File: config.mk
export PLATFORM = sky130hd
export DESIGN_NAME = main_control_fsm
export DESIGN_NICKNAME = d
export VERILOG_FILES = /design/src/rtl/main_control_fsm.sv
export SDC_FILE = /design/constraint.sdc
export NUM_CORES = 1
export LEC_CHECK = 0
export CAP_MARGIN = 15
export CORE_MARGIN = 2
export CORE_UTILIZATION = 42
export CTS_CLUSTER_SIZE = 14
export DETAILED_ROUTE_END_ITERATION = 6
export PLACE_DENSITY_LB_ADDON = 0.1
export REMOVE_ABC_BUFFERS = 1
export SKIP_LAST_GASP = 1
export SYNTH_ARGS = -nofsm -noshare
export SYNTH_HDL_FRONTEND = slang
export SYNTH_SLANG_ARGS = --single-unit
export TNS_END_PERCENT = 20
File: constraint.sdc
create_clock -name clk -period 2.03 [get_ports clk]
set_input_delay 0.203 -clock clk [delete_from_list [all_inputs] [get_ports clk]]
set_output_delay 0.203 -clock clk [all_outputs]
set_load 0.03 [all_outputs]
File: src/rtl/main_control_fsm.sv
// LEGv8 multi-cycle main control: sequences fetch/decode/execute,
// drives datapath enables, counts retired instructions, traps bad opcodes.
module main_control_fsm #(
  parameter int COUNT_WIDTH = 32
) (
  input  logic                   clk,
  input  logic                   rst_n,
  input  logic [10:0]            opcode,
  input  logic                   mem_ready,
  output logic                   ALUOp1,
  output logic                   ALUOp0,
  output logic                   ALUSrcA,
  output logic [1:0]             ALUSrcB,
  output logic                   IorD,
  output logic                   MemRead,
  output logic                   MemWrite,
  output logic                   IRWrite,
  output logic                   RegWrite,
  output logic                   MemtoReg,
  output logic                   PCWrite,
  output logic                   PCWriteCond,
  output logic                   Reg2Loc,
  output logic                   PCSource,
  output logic                   illegal,
  output logic [COUNT_WIDTH-1:0] retired,
  output logic [3:0]             state
);

  typedef enum logic [3:0] {
    S_FETCH     = 4'd0,
    S_DECODE    = 4'd1,
    S_MEM_ADDR  = 4'd2,
    S_MEM_READ  = 4'd3,
    S_MEM_WB    = 4'd4,
    S_MEM_WRITE = 4'd5,
    S_EXECUTE   = 4'd6,
    S_R_WB      = 4'd7,
    S_BRANCH    = 4'd8,
    S_JUMP      = 4'd9,
    S_TRAP      = 4'd10
  } state_e;

  state_e                 state_q, state_d;
  logic [COUNT_WIDTH-1:0] retired_q;
  logic                   illegal_q;
  logic                   retire;

  logic is_r, is_ld, is_st, is_cbz, is_b;

  assign is_r   = (opcode == 11'b10001011000)
               || (opcode == 11'b11001011000)
               || (opcode == 11'b10001010000)
               || (opcode == 11'b10101010000);
  assign is_ld  = (opcode == 11'b11111000010);
  assign is_st  = (opcode == 11'b11111000000);
  assign is_cbz = (opcode[10:3] == 8'b10110100);
  assign is_b   = (opcode[10:5] == 6'b000101);

  always_comb begin
    state_d     = state_q;
    ALUOp1      = 1'b0;
    ALUOp0      = 1'b0;
    ALUSrcA     = 1'b0;
    ALUSrcB     = 2'b00;
    IorD        = 1'b0;
    MemRead     = 1'b0;
    MemWrite    = 1'b0;
    IRWrite     = 1'b0;
    RegWrite    = 1'b0;
    MemtoReg    = 1'b0;
    PCWrite     = 1'b0;
    PCWriteCond = 1'b0;
    PCSource    = 1'b0;
    Reg2Loc     = 1'b0;
    case (state_q)
      S_FETCH: begin
        MemRead = 1'b1;
        ALUSrcB = 2'b01;
        IRWrite = mem_ready;
        PCWrite = mem_ready;
        if (mem_ready) state_d = S_DECODE;
      end
      S_DECODE: begin
        ALUSrcB = 2'b11;
        Reg2Loc = is_st | is_cbz;
        unique case (1'b1)
          is_r:          state_d = S_EXECUTE;
          is_ld | is_st: state_d = S_MEM_ADDR;
          is_cbz:        state_d = S_BRANCH;
          is_b:          state_d = S_JUMP;
          default:       state_d = S_TRAP;
        endcase
      end
      S_MEM_ADDR: begin
        ALUSrcA = 1'b1;
        ALUSrcB = 2'b10;
        Reg2Loc = is_st | is_cbz;
        if (is_ld)      state_d = S_MEM_READ;
        else if (is_st) state_d = S_MEM_WRITE;
        else            state_d = S_TRAP;
      end
      S_MEM_READ: begin
        MemRead = 1'b1;
        IorD    = 1'b1;
        if (mem_ready) state_d = S_MEM_WB;
      end
      S_MEM_WB: begin
        RegWrite = 1'b1;
        MemtoReg = 1'b1;
        state_d  = S_FETCH;
      end
      S_MEM_WRITE: begin
        MemWrite = 1'b1;
        IorD     = 1'b1;
        Reg2Loc  = is_st | is_cbz;
        if (mem_ready) state_d = S_FETCH;
      end
      S_EXECUTE: begin
        ALUSrcA = 1'b1;
        ALUOp1  = 1'b1;
        state_d = S_R_WB;
      end
      S_R_WB: begin
        RegWrite = 1'b1;
        state_d  = S_FETCH;
      end
      S_BRANCH: begin
        ALUSrcA     = 1'b1;
        ALUOp0      = 1'b1;
        PCWriteCond = 1'b1;
        PCSource    = 1'b1;
        Reg2Loc     = is_st | is_cbz;
        state_d     = S_FETCH;
      end
      S_JUMP: begin
        PCWrite  = 1'b1;
        PCSource = 1'b1;
        state_d  = S_FETCH;
      end
      S_TRAP:  state_d = S_TRAP;
      default: state_d = S_TRAP;
    endcase
    // Reset must abort any in-flight memory or register write.
    if (!rst_n) begin
      MemRead     = 1'b0;
      MemWrite    = 1'b0;
      IRWrite     = 1'b0;
      RegWrite    = 1'b0;
      PCWrite     = 1'b0;
      PCWriteCond = 1'b0;
    end
  end

  assign retire = (state_d == S_FETCH)
               && ((state_q == S_MEM_WB)
               ||  (state_q == S_MEM_WRITE)
               ||  (state_q == S_R_WB)
               ||  (state_q == S_BRANCH)
               ||  (state_q == S_JUMP));

  always_ff @(posedge clk) begin
    if (!rst_n) begin
      state_q   <= S_FETCH;
      retired_q <= '0;
      illegal_q <= 1'b0;
    end else begin
      state_q   <= state_d;
      illegal_q <= (state_d == S_TRAP);
      if (retire) retired_q <= retired_q + COUNT_WIDTH'(1);
    end
  end

  assign state   = state_q;
  assign retired = retired_q;
  assign illegal = illegal_q;

endmodule
**Word-level counts from Yosys, hierarchy flattened**

Cells that the tools add are included.

- Register bits after elaboration: 37
- Input port bits: 14
- Output and inout port bits: 52
- Word-level logic and storage cells: 67

- Add/subtract/negate cells: 1
- Equal/unequal tests: 18
- Muxes and demuxes: 26
- Bitwise gates (word level): 2
- Reductions and logical operators: 17

Operators by type and width:

| kind | count |
|---|---|
| $eq A11 B11 Y1 const B | 6 |
| $add A32 B1 Y32 const B | 1 |
| $pmux W4 S7 | 1 |
| $mux W4 | 5 |
| $mux W1 | 17 |
| $eq A4 B3 Y1 const B | 4 |
| $pmux W4 S4 | 1 |
| $eq A4 B4 Y1 const B | 3 |
| $eq A4 B2 Y1 const B | 2 |
| $eq A8 B8 Y1 const B | 1 |
| $logic_not A4 Y1 | 2 |
| $reduce_or A2 Y1 | 4 |
| $reduce_or A4 Y1 | 2 |
| $logic_or A1 B1 Y1 | 7 |
| $eq A6 B3 Y1 const B | 1 |
| $pmux W2 S3 | 1 |
| $eq A4 B1 Y1 const B | 1 |
| $reduce_or A3 Y1 | 1 |
| $or A1 B1 Y1 | 2 |
| $pmux W1 S2 | 1 |
| $logic_and A1 B1 Y1 | 1 |

**Logic depth before layout (Yosys ltp)**

- Word-level depth: 8
- Gate-level depth with buffers: 8

**Worst setup path after synthesis**

OpenSTA, ideal clock, no wires.

- Path type: register -> register
- Start: register state_q[1] (netlist: state[1])
- End: register retired_q[6] (netlist: retired[6])
- Arrival time: 2.210 ns
- Slack: -0.251 ns
- Stages on the path, launching flop included: 8
- Path through: dfxtp_1 buf_2 nand2b_1 nor3_1 a32o_2 or4_4 or3_1 a21oi_1

- Cells in the longest elaborated chain, start to end: 6
- Elaborated cells on any way between the ends: 21
- Classes of those cells: 9 x eq/ne; 4 x mux; 8 x reduce/logical

Ends and longest elaborated chain:

| element | line | text |
|---|---|---|
| from (decl) | 43 | `state_e state_q, state_d;` |
| from (signal assigned) | 167 | `state_q <= state_d;` |
| parallel branches: the longest is 5 deep, another holds $pmux W4 S7 | - |  |
| $logic_and A1 B1 Y1 * | 155 | `&& ((state_q == S_MEM_WB)` |
| to (signal assigned) | 169 | `if (retire) retired_q <= retired_q + COUNT_WIDTH'(1);` |
| to (decl) | 44 | `logic [COUNT_WIDTH-1:0] retired_q;` |

Mark *: on every way between the ends.
A chain may end at the register's enable or synchronous reset.

**Final worst setup path**

- Start: register state_q[2] (netlist: state[2])
- End: output ALUOp0

- Cells in the longest elaborated chain, start to end: 2

Ends and longest elaborated chain:

| element | line | text |
|---|---|---|
| $eq A4 B4 Y1 | 75 | `case (state_q)` |
| $mux W1 | 75 |  |
| to (decl) | 11 | `output logic ALUOp0,` |

No other way between the ends.

==> impl_metrics.ini <==
[place]
dp.cells = 441
place_hpwl_um = 4530
place_area_sq_um = 3200
routabilityCongestion = 0.815
io_buffers = 65

[run_status]
status = complete, but fails checks
violations = setup timing

[floorplanning]
rows = 25
die_h_um = 75.4
die_w_um = 75.4
core_area_sq_um = 4820
io_pins = 66
dieArea_sq_um = 5680
floorplan.initialDensity_pct = 44.4

[sta]
fin_crit_ps = 2120
rsz0062_at_grt = true
max_slew_margin_pct = 63.7
setup_ws_ps = -86.4
worst_pin_slew_ps = 540
fin_hold_ws_ps = 489
hold_viol = 0
max_freq_ghz = 0.472
setup_viol = 7
fin_crit_sh_pct = 104
finClkSkew_ps = 9.22
drv_slew = 0

[cts]
cts_hold_buffers = 0
cts-root-buf = clkbuf_8
htree_levels = 2
numCtsBuffers = 5
clk_pin_slew_worst_paths_ps = 80
clkLatencyLatePin_ps = 300
cts.sinks = 37
ctsLongestPathBuffers = 2
cts_tree = built

[critical_path]
startpoint_type = flip-flop
crit_start = state[2]
worstSetupPathType = flip-flop to output pin
crit_fanout = 14
crit_required_ps = 1830
reg2reg_from = state[1]
endpoint_kind = output pin
cp.arrival_ps = 1910

[yosys]
synthesis.yosys.warnings = 0
synth-edff-count = 0
syn_area_per_cell_sq_um = 8.04
netlist_area_sq_um = 2140
synth_top_area_share_pct = 34.6
synth_flop_cell = dfxtp_1
synth-seq-cells = 37
synth_area_leader_cell = dfxtp_1
async_flop_share_pct = 0
synth.area.top_cells = dfxtp_1, a21oi_1, or3_1
postSynthCellCount = 266
ys_seq_area_share_pct = 34.6
yosys.cell_types.count = 48

[power_and_ir_drop]
p_per_area_nw_per_um2 = 915
p_total_uw = 3180
leakage_uw = 0.00127
peakVddDrop_v = 0.000805

[detailed_routing]
dr.max_layer_used = met4
wl_per_cell_um = 13.8
wl_met1_um = 2770
wl_met3_um = 301
wl_um = 6300
dr_wl_met2_um = 3150
initialDrtViolationCount = 77
drt-pass1-iter-count = 4
antenna_left = 0
via_count = 2435
routed_via_density = 5.34
drc = 0

[finish]
nNetsFinal = 403
num_antenna_cells = 0
stdcell_area_sq_um = 3480
stdcell_count = 456
fin_util_pct = 72.2
area_growth_pct = 62.6
layout-drive-gt1-share_pct = 28.8

[flow_run]
max_cap_violations = 0

[grt]
grt-ovfl-total = 0
gr-usage-all-layers_pct = 21.8
antenna_found_initial = 0
grt_first_pass_wirelength_um = 9570
grt_max_degree = 32
grt_pass1_vias = 2158

[hold_path]
worstHoldStart = retired[31]
min_path_type = flip-flop to flip-flop
-- metrics by stage --
stage               TNS (ps)  worst slack [ps]
global placement       -4180              -267
CTS                     -789              -129
finish                  -211             -86.4
floorplan              -7330              -419
detailed placement     -6100              -334
global route           -2460              -199
-- critical path, cell delays in order, from the launching register on --
cell             delay [ps]
dfxtp_4                 410
nor2_1                  180
buf_4                   150
nand2_1                 100
nor2_1                  110
clkdlybuf4s50_1         670
-- flip-flops by register name, indices dropped and copies added, names as in the netlist --
register and flops:
retired 32, illegal 1, state 4
-- logic make-up after synthesis --
kind of cell	share of synthesized area (%)
AOI/OAI and AO/OA	18.3
xor gates and xnor gates	5.32
adders and majority gates	0.585
buffers and inverters	5.73
DFF	34.6
muxes	0.936
and+or+nand+nor	34.5
-- cells in the mapped netlist, drive strengths merged, types with 7 or more instances --
master	number
dfxtp	37
a21oi	23
nor2	21
nor3	16
or3	16
inv	15
o21ai	14
nand2	13
nand3	13
xnor2	11
nand4	10
or4	7
-- where the power goes --
group	internal, uW	switching, uW	total [uW]
registers	785	94.8	880
clock network	368	287	655
logic	738	909	1650
total	1890	1290	3180
-- area by class of cell --
cell class | instances | area, sq um
Multi-Input combinational cell | 202 | 1370
Fill cell | 406 | 1340
Timing Repair Buffer | 127 | 1100
Sequential cell | 37 | 757
Tap cell | 67 | 83.8
Clock buffer | 5 | 68.8
Inverter | 15 | 56.3
Clock inverter | 3 | 43.8
-- metal layers --
layer,vias up,global-route usage (%)
met1,1150,27.0
met5,-,0
met4,0,7.02
met3,8,4.50
met2,58,38.1
li1,1219,-
-- final timing paths --
kind	cells after the start	to	slack [ps]
setup / recovery	5	ALUOp0	-90
hold / removal	2	retired[31]	490
setup reg to reg	6	retired[1]	-10
hold reg to reg	2	retired[31]	490
-- repair_timing --
action,in CTS,in global routing
setup buffers,5,2
resized for setup,12,21
endpoints found under the setup margin,43,38
pin swaps,3,7
gates cloned,0,0
-- layout by cell type, fill, tap and decap left out, drive strengths merged, types with 3 or more instances in the layout --
master / count
buf: 69
clkdlybuf4s50: 55
dfxtp: 37
a21oi: 23
nor2: 21
inv: 16
nor3: 16
or3: 16
o21ai: 14
nand2: 13
nand3: 13
xnor2: 11
nand4: 10
or4: 7
o31ai: 6
nor4: 5
clkbuf: 5
o21a: 4
and2: 4
or2: 3
nor4bb: 3
o22ai: 3
and4: 3
No activity file was read; power rests on OpenSTA's default activity.
